### config.mk
export PLATFORM = sky130hd
export DESIGN_NAME = adder_share_ctrl
export DESIGN_NICKNAME = d
export VERILOG_FILES = /design/src/rtl/adder_share_ctrl.sv
export SDC_FILE = /design/constraint.sdc
export NUM_CORES = 1
export LEC_CHECK = 0
export CAP_MARGIN = 30
export CORE_ASPECT_RATIO = 0.7
export CORE_MARGIN = 1
export CORE_UTILIZATION = 40
export DETAILED_ROUTE_END_ITERATION = 8
export PLACE_DENSITY = 0.65
export SYNTH_ARGS = -nofsm -noshare
export SYNTH_HDL_FRONTEND = slang
export SYNTH_SLANG_ARGS = --single-unit
### constraint.sdc
create_clock -name CLK -period 6.6 [get_ports CLK]
set_input_delay 0.99 -clock CLK [delete_from_list [all_inputs] [get_ports CLK]]
set_output_delay 0.99 -clock CLK [all_outputs]
set_load 0.1 [all_outputs]
### src/rtl/adder_share_ctrl.sv
// Round-robin sequencer sharing one width-bit ripple slice among NREQ requesters.
// Each granted request is a (words*width)-bit add, performed LS word first with a registered carry.
module adder_share_ctrl #(
    parameter int width = 4,
    parameter int words = 4,
    parameter int NREQ  = 2
) (
    input  logic                       CLK,
    input  logic                       RST_N,
    input  logic [NREQ-1:0]            REQ,
    input  logic [NREQ*words*width-1:0] A_IN,
    input  logic [NREQ*words*width-1:0] B_IN,
    output logic [NREQ-1:0]            GNT,
    output logic [NREQ-1:0]            DONE,
    output logic [words*width:0]       SUM,
    output logic                       BUSY
);

    localparam int OPW = words * width;
    localparam int PW  = $clog2(NREQ);
    localparam int KW  = (words > 1) ? $clog2(words) : 1;

    typedef enum logic [1:0] {IDLE, ADD, FIN} stateT;

    stateT             state, stateNext;
    logic [PW-1:0]     ptr, win, winNext;
    logic              anyReq;
    int unsigned       idx;
    logic [KW-1:0]     k;
    logic              carry, chainCarry, sliceCout;
    logic [OPW-1:0]    opA, opB, res, resNext;
    logic [width-1:0]  sliceA, sliceB, sliceSum;

    // First set request at or after the pointer, wrapping modulo NREQ
    always_comb begin
        anyReq  = 1'b0;
        winNext = '0;
        idx     = 0;
        for (int unsigned i = 0; i < NREQ; i++) begin
            idx = (int'(ptr) + i) % NREQ;
            if (!anyReq && REQ[idx[PW-1:0]]) begin
                anyReq  = 1'b1;
                winNext = idx[PW-1:0];
            end
        end
    end

    // Slice of FA cells; carry-in comes from the carry register
    always_comb begin
        sliceA     = opA[k*width +: width];
        sliceB     = opB[k*width +: width];
        sliceSum   = '0;
        chainCarry = carry;
        for (int unsigned b = 0; b < width; b++) begin
            sliceSum[b] = sliceA[b] ^ sliceB[b] ^ chainCarry;
            chainCarry  = (sliceA[b] & sliceB[b]) | (chainCarry & (sliceA[b] ^ sliceB[b]));
        end
        sliceCout = chainCarry;
        resNext   = res;
        resNext[k*width +: width] = sliceSum;
    end

    always_ff @(posedge CLK or negedge RST_N) begin
        if (!RST_N) state <= IDLE;
        else        state <= stateNext;
    end

    always_comb begin
        stateNext = state;
        case (state)
            IDLE:    if (anyReq) stateNext = ADD;
            ADD:     if (k == KW'(words - 1)) stateNext = FIN;
            FIN:     stateNext = IDLE;
            default: stateNext = IDLE;
        endcase
    end

    always_ff @(posedge CLK or negedge RST_N) begin
        if (!RST_N) begin
            GNT   <= '0;
            SUM   <= '0;
            ptr   <= '0;
            win   <= '0;
            k     <= '0;
            carry <= 1'b0;
            opA   <= '0;
            opB   <= '0;
            res   <= '0;
        end else begin
            case (state)
                IDLE: if (anyReq) begin
                    GNT   <= NREQ'(1) << winNext;
                    win   <= winNext;
                    opA   <= A_IN[winNext*OPW +: OPW];
                    opB   <= B_IN[winNext*OPW +: OPW];
                    k     <= '0;
                    carry <= 1'b0;
                end
                ADD: begin
                    res   <= resNext;
                    carry <= sliceCout;
                    k     <= k + 1'b1;
                    if (k == KW'(words - 1)) SUM <= {sliceCout, resNext};
                end
                FIN: begin
                    GNT <= '0;
                    ptr <= (win == PW'(NREQ - 1)) ? '0 : win + 1'b1;
                end
                default: ;
            endcase
        end
    end

    assign BUSY = (state != IDLE);
    assign DONE = (state == FIN) ? GNT : '0;

endmodule
# Word level (Yosys, flattened, before mapping)
# Cells that the tools add are included.
[op_classes]
addsub = 4
multipliers = 0
div = 0
magnitude_cmp = 2
n_eq_ne = 5
n_shift = 7
n_mux = 20
bitwise = 20
n_reduce_logical = 11
[ops]
columns = ["op", "count"]
rows = [
  ["32-bit by 6-bit variable part select with 16-bit output", 2],
  ["4-bit negator with 34-bit output", 1],
  ["4-bit by 34-bit variable shift with 16-bit output (first input constant)", 1],
  ["4-bit by 34-bit variable part select with 16-bit output", 1],
  ["16-bit by 5-bit variable part select with 4-bit output", 2],
  ["16-bit bitwise mux", 1],
  ["2-bit one-hot mux with 2 select lines", 3],
  ["1-bit 2-to-1 mux", 10],
  ["2-bit 2-to-1 mux", 5],
  ["2-bit AND reduction", 5],
  ["1-bit bitwise AND", 8],
  ["1-bit bitwise XOR", 8],
  ["2-bit nonzero test", 3],
  ["2-bit equality test (second input constant)", 2],
  ["1-bit by 2-bit less-than comparator with 1-bit output (second input constant)", 2],
  ["2-bit != test (second input constant)", 2],
  ["1-bit bitwise OR", 4],
  ["1-bit adder (second input constant)", 2],
  ["2-bit by 1-bit adder with 2-bit output (second input constant)", 1],
  ["2-bit by 1-bit equality test with 1-bit output (second input constant)", 1],
  ["2-bit logical NOT", 1],
  ["1-bit one-hot mux with 2 select lines", 1],
  ["1-bit by 1-bit << shifter with 2-bit output (first input constant)", 1],
  ["1-bit logical AND", 1],
  ["1-bit logical NOT", 1],
]
[totals]
regBits = 74
latch_bits = 0
ram_bits = 0
mem_bits_ro = 0
input_bits = 68
out_inout_bits = 22
word_cells = 79
mem_count = 0

# Logic depth before layout (Yosys ltp)
# Gate-level depths: netlist (run 1).
[logic_depth]
word_depth = 11
ltp_mapped = 13

# Least setup slack after synthesis (run 1)
# OpenSTA, ideal clock, no wires.
[synth_path]
kind = "reg-to-reg"
start = "register k[0]"
end = "register SUM[11]"
setup_time_ps = 78
arrival_ps = 2924
required_time_ps = 6522
setup_slack_ps = 3599
stages_incl_launch_ff = 14
n_path_buf = 2
synth_period_minus_slack_ps = 3001
cell_sequence = "dfrtp_1 buf_4 mux4_2 inv_1 fa_1 inv_1 fa_1 inv_1 fa_1 inv_1 fa_1 clkbuf_1 a21oi_1 a21oi_1"
[synth_via]
elab_chain_cells = 11
elab_cells_between_ends = 25
[synth_lines]
columns = ["element", "line_no", "source"]
rows = [
  ["start, declared", "29", "logic [KW-1:0] k;"],
  ["start signal, assigned", "102", "k <= k + 1'b1;"],
  ["16-bit by 5-bit variable part select with 4-bit output (on tied branches)", "50, 51", ""],
  ["1-bit bitwise XOR", "55, 56", ""],
  ["1-bit bitwise AND", "56", "chainCarry = (sliceA[b] & sliceB[b]) | (chainCarry & (sliceA[b] ^ sliceB[b]));"],
  ["1-bit bitwise OR", "56", ""],
  ["1-bit bitwise AND", "56", ""],
  ["1-bit bitwise OR", "56", ""],
  ["1-bit bitwise AND", "56", ""],
  ["1-bit bitwise OR", "56", ""],
  ["1-bit bitwise XOR", "55", "sliceSum[b] = sliceA[b] ^ sliceB[b] ^ chainCarry;"],
  ["4-bit by 34-bit variable part select with 16-bit output", "60", "resNext[k*width +: width] = sliceSum;"],
  ["16-bit bitwise mux", "60", ""],
  ["end signal, assigned", "103", "if (k == KW'(words - 1)) SUM <= {sliceCout, resNext};"],
  ["end, declared", "15", "output logic [words*width:0] SUM,"],
]
# Several ways; a longest one is shown, not always the timed one.
# A chain may end at the register's enable or synchronous reset.

# Worst setup path after layout (run 1)
[layout_path]
start = "register state[0]"
end = "output port BUSY"
[layout_via]
elab_chain_cells = 1
[layout_lines]
columns = ["element", "line_no", "source"]
rows = [
  ["start, declared", "25", "stateT state, stateNext;"],
  ["start signal, assigned", "65", "else state <= stateNext;"],
  ["2-bit nonzero test", "114", "assign BUSY = (state != IDLE);"],
  ["end, declared", "16", "output logic BUSY"],
]
# No other way between the ends.

==> summary.txt, run 1 <==
Floorplan
  • Initial core utilization: 0.4185
  • Die H: 87.03 um
  • # rows: 30
  • I/O pin count: 90
  • Core area: 0.009872 mm^2
  • Horiz. Die Dim: 123.5 um
  • Die footprint: 0.01075 mm^2

Run
  • Max Cap Violations: 0

GRT
  • Overflow after GRT: 0
  • Pin count of the biggest net entering global routing: 75
  • Initial antenna violation count: 0
  • Global-route wire length before repair: 17060 um
  • Vias in the first global route: 3186
  • Tot GR Track Use: 0.2119

Timing
  • Worst Tran Pin Value: 0.9792 ns
  • Clock Skew: 0.005535 ns
  • Max-slew headroom: 0.3452
  • RSZ-0062 raised after global routing: no
  • Final min period: 3.596 ns
  • Final TNS setup: 0 ns
  • Fmax: 278.1 MHz
  • Worst Slack Setup Final: 3.004 ns
  • Max Slew Vio Count: 0
  • Period Utilization, post-route: 0.5448
  • Count of final hold-check violations: 0
  • Final setup violation count: 0

Critical path
  • Crit path DAT: 2.61 ns
  • Worst path max stage delay: 1.26 ns
  • Crit path launch type: flop
  • End of the worst register-to-register path: SUM[3]
  • Cell Chain, Critical Path: or2_4, clkdlybuf4s50_1
  • Delay-heaviest family, CP: buffers and inverters
  • CP bufs+invs: 1
  • Crit path max-delay cell type: clkdlybuf4s50_1
  • Crit path kind: reg -> out
  • Crit path required time: 5.61 ns
  • Cells on worst reg2reg path: 11
  • Worst reg2reg setup slack: 3.23 ns
  • Worst R2R Start: k[0]
  • Critical Path Fanout Max: 38
  • Nature of the critical path endpoint: output pin

Synth
  • Post-Syn Instances: 356
  • Synth warn: 0
  • Sequential area share after synthesis: 0.4482
  • Post-synthesis simple-gate area fraction: 0.09782
  • Synth Area in Adders: 0.03755
  • Syn Nets: 434
  • Synth Register Bits: 74
  • Xor/xnor share of the synthesized area: 0
  • Mapped cell area: 0.004131 mm^2
  • Post-synthesis average cell area: 11.61 um^2
  • Mux contribution to synthesized area: 0.04634
  • Synth unique cells: 36
  • Synth Area in Compound Gates: 0.3010
  • Largest family of logic cells by synthesized area: compound AO/OA/AOI/OAI gates

Final layout
  • # diodes: 0
  • Final net count: 505
  • # fillers: 843
  • Area of the multi-input gates: 0.001994 mm^2
  • Register area: 0.001852 mm^2
  • Share of layout cells above drive strength 1: 0.1531
  • Area Growth Syn to Fin: 29.74%

Place
  • Pre-CTS WS: 3.190 ns
  • RD Place Congestion: 0.7643
  • DP HPWL: 7020 um
  • Port Buf Inserts: 89

Clock tree
  • Cts bufs inserted: 9
  • CTS tree: built
  • H-tree levels: 3
  • CTS root buf: clkbuf_16
  • Max Root-Sink Buffers: 2
  • Post-CTS sizing: 0
  • Postcts setup bufs: 0
  • Worst skew pair latency: 0.33 ns
  • CTS sink cnt: 74
  • CTS Hold Bufs: 0
  • Reg clk slew, reported paths: 0.05 ns

Detailed routing
  • DRC: 0
  • Detailed-route via count: 3161
  • Routed len/inst: 18.98 um
  • Highest Signal Layer: met4
  • Drt first pass iters: 4
  • DRT iter0 DRCs: 255
  • Routed met3 length: 663 um
  • Antenna-violating nets left: 0
  • Via density: 5.655
  • Final WL: 10610 um
  • Met2 routed wirelength: 4523 um
  • DRT met1 WL: 5339 um

Worst hold path
  • HP Class: reg -> reg
  • Hold Crit Depth: 1
  • WHS Endpoint: ptr
  • Worst min-delay path startpoint: win

Run status
  • Status: finished, final reports clean

Power
  • PD cells: 612.3 mW/mm^2
  • Leak Pwr: 2.086 nW
  • Max VDD drop: 0.0004093 V
[cell type report]
type                    instances  share of cell area
multi-input cells             233              0.3721
flip-flops and latches         74              0.3455
repair buffers                 98              0.1853
clock buffers                  11             0.04528
well taps                     128             0.02988
clock inverters                 4             0.01424
inverters                      11            0.007703
[synthesized netlist by cell type, drive strengths merged]
| cell | n | area share |
|---|---|---|
| dfrtp | 74 | 0.45 |
| o21ai | 35 | 0.042 |
| a2bb2oi | 32 | 0.068 |
| a311oi | 32 | 0.11 |
| buf | 30 | 0.051 |
| nor2 | 21 | 0.027 |
| a21oi | 19 | 0.023 |
| nand2b | 17 | 0.026 |
| inv | 11 | 0.010 |
| nor2b | 10 | 0.015 |
| a22o | 8 | 0.017 |
| a31oi | 8 | 0.012 |
| a32o | 8 | 0.019 |
| clkbuf | 8 | 0.0076 |
| mux4 | 8 | 0.044 |
| nand2 | 8 | 0.0073 |
| ha | 6 | 0.018 |
| fa | 4 | 0.019 |
| nor4bb | 3 | 0.0073 |
| o31ai | 3 | 0.0055 |
| and2 | 2 | 0.0030 |
| and2b | 1 | 0.0018 |
| and3b | 1 | 0.0021 |
| and4b | 1 | 0.0024 |
| mux2 | 1 | 0.0027 |
| o22a | 1 | 0.0021 |
| o22ai | 1 | 0.0015 |
| or2 | 1 | 0.0021 |
| or2b | 1 | 0.0018 |
| or3 | 1 | 0.0015 |
[cell families (layout without fill, tap and decap cells)]
group | Yosys count | in the layout
AO/OA/AOI/OAI | 147 | 147
flip-flops | 74 | 74
AND/OR/NAND/NOR | 67 | 67
buffers and inverters | 49 | 124
adder cells (fa/ha/maj) | 10 | 10
multiplexers | 9 | 9
[report_power, final]
| part | internal [mW] | switching [mW] |
|---|---|---|
| Combinational | 0.714 | 1.21 |
| Clock | 0.340 | 0.181 |
| Sequential | 0.671 | 0.169 |
| Total | 1.72 | 1.56 |
[layout by cell type (no fill, tap or decap), types with 2 or more instances in the layout]
master	n
nor2_1	19
nor2_8	2
clkdlybuf4s50_1	87
a32o_1	8
nand2b_1	16
a22o_1	8
a21oi_1	19
buf_16	2
clkbuf_16	9
and2_1	2
nor2b_1	10
a2bb2oi_1	32
nand2_1	8
dfrtp_1	74
o21ai_0	35
fa_1	4
buf_2	5
o31ai_1	3
ha_1	6
buf_4	3
a311oi_2	28
mux4_2	8
inv_1	11
bufinv_16	2
a311oi_1	4
nor4bb_1	3
a31oi_1	8
[per-layer routing]
layer,up-vias,GRT usage
li1,1501,-
met3,8,0.06872
met4,0,0.04819
met1,1565,0.3216
met2,87,0.2895
met5,-,0
[stage by stage]
step	cells	util	power, mW	instance area [um^2]	hold slack (ns)
finish	559	0.5430	3.282	5360	0.4426
global route	559	0.5430	3.466	5360	0.4813
CTS	557	0.5382	3.281	5313	0.4460
detailed placement	542	0.5058	2.745	4994	0.4385
global placement	538	0.5015	2.705	4951	0.4297
floorplan	356	-	2.280	4131	0.4108
[how the worst max path moves through the flow]
stage | cells after the start | slack, ns | from | to
after floorplan | 13 | 3.60 | k[0] | SUM[11]
after global placement | 11 | 3.27 | k[0] | SUM[11]
after detailed placement | 11 | 3.19 | k[0] | SUM[3]
after CTS | 2 | 2.98 | state[0] | BUSY
after global routing | 2 | 2.91 | state[0] | BUSY
final | 2 | 3.00 | state[0] | BUSY
[registers in the layout, indices dropped and copies added (netlist names)]
register and flops:
GNT 2, k 2, res 16, SUM 17, state 2, ptr 1, carry 1, opA 16
opB 16, win 1
Power figures use the tool's default switching activity.
==> run 2: changes to the inputs <==
- clock period: 6.6 -> 3.5 ns (I/O delays scaled with it)
==> run 2 against run 1 <==
Effect of this change: sequential cell count did not move; clock skew is 0.00084 ns higher; sequential share of layout area barely moved; largest cell class unchanged; clock-buffer cell count decreased by 2.
==> summary.txt, run 2 (synthesis gave the netlist of run 1 again) <==
Timing
  • Count of final hold-check violations: 0
  • Period Utilization, post-route: 0.8702
  • Fmax: 328.3 MHz
  • RSZ-0062 raised after global routing: no
  • Final TNS setup: 0 ns
  • Max-slew headroom: 0.3271
  • Worst Tran Pin Value: 1.009 ns
  • Clock Skew: 0.006373 ns
  • Max Slew Vio Count: 0
  • Final setup violation count: 0
  • Final min period: 3.046 ns

Clock tree
  • CTS Hold Bufs: 0
  • Postcts setup bufs: 0
  • CTS root buf: clkbuf_16
  • Max Root-Sink Buffers: 2
  • CTS tree: built
  • H-tree levels: 3
  • Post-CTS sizing: 0
  • Reg clk slew, reported paths: 0.06 ns
  • Cts bufs inserted: 9
  • Worst skew pair latency: 0.34 ns
  • CTS sink cnt: 74

GRT
  • Vias in the first global route: 3157
  • Tot GR Track Use: 0.2141
  • Initial antenna violation count: 0
  • Pin count of the biggest net entering global routing: 75
  • Overflow after GRT: 0
  • Global-route wire length before repair: 17090 um

Floorplan
  • Die H: 87.03 um
  • I/O pin count: 90
  • Die footprint: 0.01075 mm^2
  • Horiz. Die Dim: 123.5 um
  • Initial core utilization: 0.4185
  • Core area: 0.009872 mm^2
  • # rows: 30

Critical path
  • Nature of the critical path endpoint: flop
  • Crit path required time: 3.77 ns
  • Setup crit end: SUM[3]
  • Crit path kind: reg -> reg
  • Critical Path Fanout Max: 12
  • Worst R2R Start: k[0]
  • End of the worst register-to-register path: SUM[3]
  • Setup crit start: k[0]
  • Crit path DAT: 3.31 ns
  • Worst reg2reg setup slack: 0.45 ns
  • Cells on worst reg2reg path: 9
  • Crit path launch type: flop

Run status
  • Status: finished, final reports clean

Final layout
  • Largest register FFs: 17
  • Register with the most flip-flops: SUM
  • Utilization after layout: 0.5428
  • Share of layout cells above drive strength 1: 0.1663
  • Final net count: 506
  • Area Growth Syn to Fin: 29.71%
  • # diodes: 0
  • Most common cell after layout, fill and taps aside: clkdlybuf4s50_1
  • Most frequent cells in the layout: clkdlybuf4s50_1, dfrtp_1, o21ai_0

Detailed routing
  • Via density: 5.736
  • Detailed-route via count: 3218
  • DRT iter0 DRCs: 325
  • Drt first pass iters: 4
  • Antenna-violating nets left: 0
  • DRC: 0
  • Final WL: 10550 um
  • Routed len/inst: 18.80 um

Power
  • PD cells: 1163 mW/mm^2
  • Gate power share: 0.581
  • NetSw: 2.942 mW
  • Max VDD drop: 0.0006960 V
  • Sw Ratio: 0.4720
  • Cell internal pwr: 3.291 mW
  • Clock network fraction of total power: 0.169
  • Leak Pwr: 2.090 nW
  • Flop pwr share: 0.250

Worst hold path
  • HP Class: in -> async

Place
  • DP HPWL: 7086 um
  • RD Place Congestion: 0.7754
  • Port Buf Inserts: 89

Run
  • Max Cap Violations: 0
## run 2: changes by cell type in the layout (fill, tap and decap cells not counted)
cell | previous run | this run
clkinvlp_4 | 1 | 3
clkdlybuf4s50_1 | 87 | 84
clkinv_4 | 1 | 0
buf_16 | 2 | 1
clkbuf_1 | 1 | 0
buf_12 | 1 | 0
buf_4 | 3 | 12
bufinv_16 | 2 | 3
buf_2 | 5 | 2
clkinv_2 | 0 | 1
clkbuf_8 | 1 | 0
## run 2: area by class of cell
cell class,count,area [um^2]
fill,836,4513
multi-input combinational,233,1994
sequential,74,1852
timing repair buffer,99,968.4
clock buffer,9,225.2
tap,128,160.2
clock inverter,7,117.6
inverter,11,41.29
## run 2: worst min-delay path by stage
stage           from  endpoint  slack, ns  cells after the start
6_report       RST_N   opB[10]       0.06                      2
5_1_grt        RST_N   opB[10]       0.05                      2
4_1_cts          win       ptr       0.43                      1
3_5_place_dp     win       ptr       0.42                      1
3_3_place_gp     win       ptr       0.42                      1
2_1_floorplan  RST_N    GNT[0]       0.23                      0
## run 2: worst max-delay path: stages, from the launching register on
cell     delay (ns)
dfrtp_1        0.53
buf_4          0.26
mux4_2         0.54
fa_1           0.42
inv_1          0.07
fa_1           0.16
inv_1          0.05
fa_1           0.66
a21oi_1        0.13
a21oi_1        0.17
## run 2: stage by stage
| stage | setup slack, ns | cells | total power, mW | area [um^2] | hold slack, ns |
|---|---|---|---|---|---|
| 2_1_floorplan | 0.4986 | 356 | 4.299 | 4131 | 0.2294 |
| 3_3_place_gp | 0.4968 | 544 | 5.138 | 4989 | 0.4181 |
| 3_5_place_dp | 0.3914 | 544 | 5.158 | 4989 | 0.4202 |
| 4_1_cts | 0.3923 | 560 | 6.251 | 5331 | 0.4298 |
| 5_1_grt | 0.1920 | 561 | 6.610 | 5359 | 0.05076 |
| 6_report | 0.4542 | 561 | 6.233 | 5359 | 0.05650 |
## run 2: power groups by stage
stage / combinational (mW) / sequential, mW / clock, mW
floorplan: 2.03 / 2.27 / 0
global placement: 3.57 / 1.57 / 0
detailed placement: 3.60 / 1.56 / 0
CTS: 3.62 / 1.56 / 1.07
global route: 3.89 / 1.61 / 1.11
finish: 3.62 / 1.56 / 1.06
## run 2: routing by layer
metal  GRT usage  wire, um  up-vias
li1            -         -     1500
met1      0.3270      5273     1590
met2      0.2839      4357      114
met3     0.06806       758       14
met4     0.06353       156        0
met5           0         0        -
==> edit (config.mk and constraints of run 2) <==
Reset style: synchronous (`RST_N`), changed in 2 clocked blocks.
--- a/src/rtl/adder_share_ctrl.sv
+++ b/src/rtl/adder_share_ctrl.sv
@@ -62,3 +62,3 @@
 
-    always_ff @(posedge CLK or negedge RST_N) begin
+    always_ff @(posedge CLK) begin
         if (!RST_N) state <= IDLE;
@@ -77,3 +77,3 @@
 
-    always_ff @(posedge CLK or negedge RST_N) begin
+    always_ff @(posedge CLK) begin
         if (!RST_N) begin
Function: differs if RST_N is asserted again (counterexample within 4 cycles, from zero or initial values and one cycle with RST_N low); with RST_N held inactive, the same outputs for 4 cycles.
==> edit against run 2 <==
Sequential cell count did not move; worst setup slack got worse by 13 ps; highest routed layer unchanged; routed wire length up 0.25%; global-route usage is 0.29 points lower; area after synthesis shrank 2.2%; final area down 2.1%.
Power is not compared: it rests on default switching activity, and its combinational part moved more than twofold at a synthesized area within 25%.
==> edit: results (changes against run 2) <==
[finish]
nFillCells=903  ; was 836
layout-drive-gt1-share_pct=9.572  ; was 16.63%

[placement]
dp_worst_setup_slack_ps=459.1  ; was 391.4 ps
gpl_wtd_cong=0.8373  ; was 0.7754
dp_hpwl_um=7240  ; was 7086 µm

[timing]
worst_slew_pin_slew_ps=1007  ; was 1009 ps
final.setup_skew_ps=7.821  ; was 6.373 ps
post-route-worst-setup-slack_ps=440.9  ; was 454.2 ps

[global_routing]
grt_pass1_wl_um=17240  ; was 17090 µm
globalRouteTotalUtil_pct=21.12  ; was 21.41%
first_global_vias=3246  ; was 3157
grt_max_degree=66  ; was 75

[route]
drt-pass1-iter-count=5  ; was 4
drt_iter0_drc=259  ; was 325
vias=3465  ; was 3218

[synthesis]
synth_fa_ha_area_share_pct=3.838  ; was 3.755%
netlist_top_cells_area=sky130_fd_sc_hd__dfxtp_1, sky130_fd_sc_hd__o311a_1, sky130_fd_sc_hd__a21boi_0, sky130_fd_sc_hd__o21bai_1, sky130_fd_sc_hd__and3_1  ; was sky130_fd_sc_hd__dfrtp_1, sky130_fd_sc_hd__a311oi_2, sky130_fd_sc_hd__a2bb2oi_1, sky130_fd_sc_hd__mux4_2, sky130_fd_sc_hd__o21ai_0
synth_compound_area_share_pct=30.61  ; was 30.10%
synthMuxAreaShare_pct=4.704  ; was 4.634%
ys_top_cells_by_count=sky130_fd_sc_hd__dfxtp_1, sky130_fd_sc_hd__a21boi_0, sky130_fd_sc_hd__and3_1, sky130_fd_sc_hd__o21bai_1, sky130_fd_sc_hd__o311a_1  ; was sky130_fd_sc_hd__dfrtp_1, sky130_fd_sc_hd__o21ai_0, sky130_fd_sc_hd__a2bb2oi_1

[clock_network]
clock-root-buffer=sky130_fd_sc_hd__clkbuf_16  ; unchanged

[die]
floorplan.core_area_um2=9759  ; was 9872 µm²

[worst_setup_path]
worst_ep_required_time_ps=3760  ; was 3770 ps
timing.rr.end=res[3]  ; was SUM[3]

[outcome]
run_status=finished, final reports clean  ; unchanged

[hold_path]
worst_hold_class=register to register  ; was primary input to asynchronous set/reset pin

[edit: worst min path at each step]
stage	from	to	slack, ps	cells after the start
after detailed placement	res[12]	SUM[12]	490	2
after CTS	res[12]	SUM[12]	490	2
after global routing	res[0]	SUM[0]	530	2
final	res[12]	SUM[12]	490	2
after floorplan	win	win	460	2
after global placement	win	win	470	2
[edit: cell type report]
type | instances | area (µm²) | area share [%]
inverter | 13 | 48.80 | 0.9301
sequential | 74 | 1481 | 28.24
multi-input combinational | 287 | 2252 | 42.93
tap | 128 | 160.2 | 3.053
timing repair buffer | 101 | 998.5 | 19.03
clock buffer | 10 | 239.0 | 4.555
clock inverter | 6 | 66.31 | 1.264
[edit: cells by family after synthesis]
family,after synthesis
flops,74
compound gates,166
mux,9
fa+ha+maj,10
simple gates,102
buf+inv,61
[edit: per-stage QoR]
| stage | hold slack, ps | cells | cell area, µm² | util (%) |
|---|---|---|---|---|
| final | 488.1 | 619 | 5246 | 53.76 |
| after global routing | 525.5 | 619 | 5246 | 53.76 |
| after CTS | 494.2 | 618 | 5221 | 53.50 |
| after detailed placement | 486.8 | 602 | 4916 | 50.37 |
| after global placement | 474.0 | 601 | 4896 | 50.17 |
| after floorplan | 457.5 | 422 | 4043 | - |
[edit: power by group]
part	total, W	switching [W]	internal (W)
clock	0.000924	0.000353	0.000571
sequential	0.000932	0.0000390	0.000893
combinational	0.000470	0.000238	0.000232
[edit: per-layer routing]
layer	share of wire (%)	global-route usage, %	up-vias	routed length (µm)
li1	-	-	1699	-
met1	50	31.14	1639	5279
met2	42	30.15	117	4427
met3	7.2	6.316	10	765
met4	0.93	4.102	0	98
met5	0	0	-	0
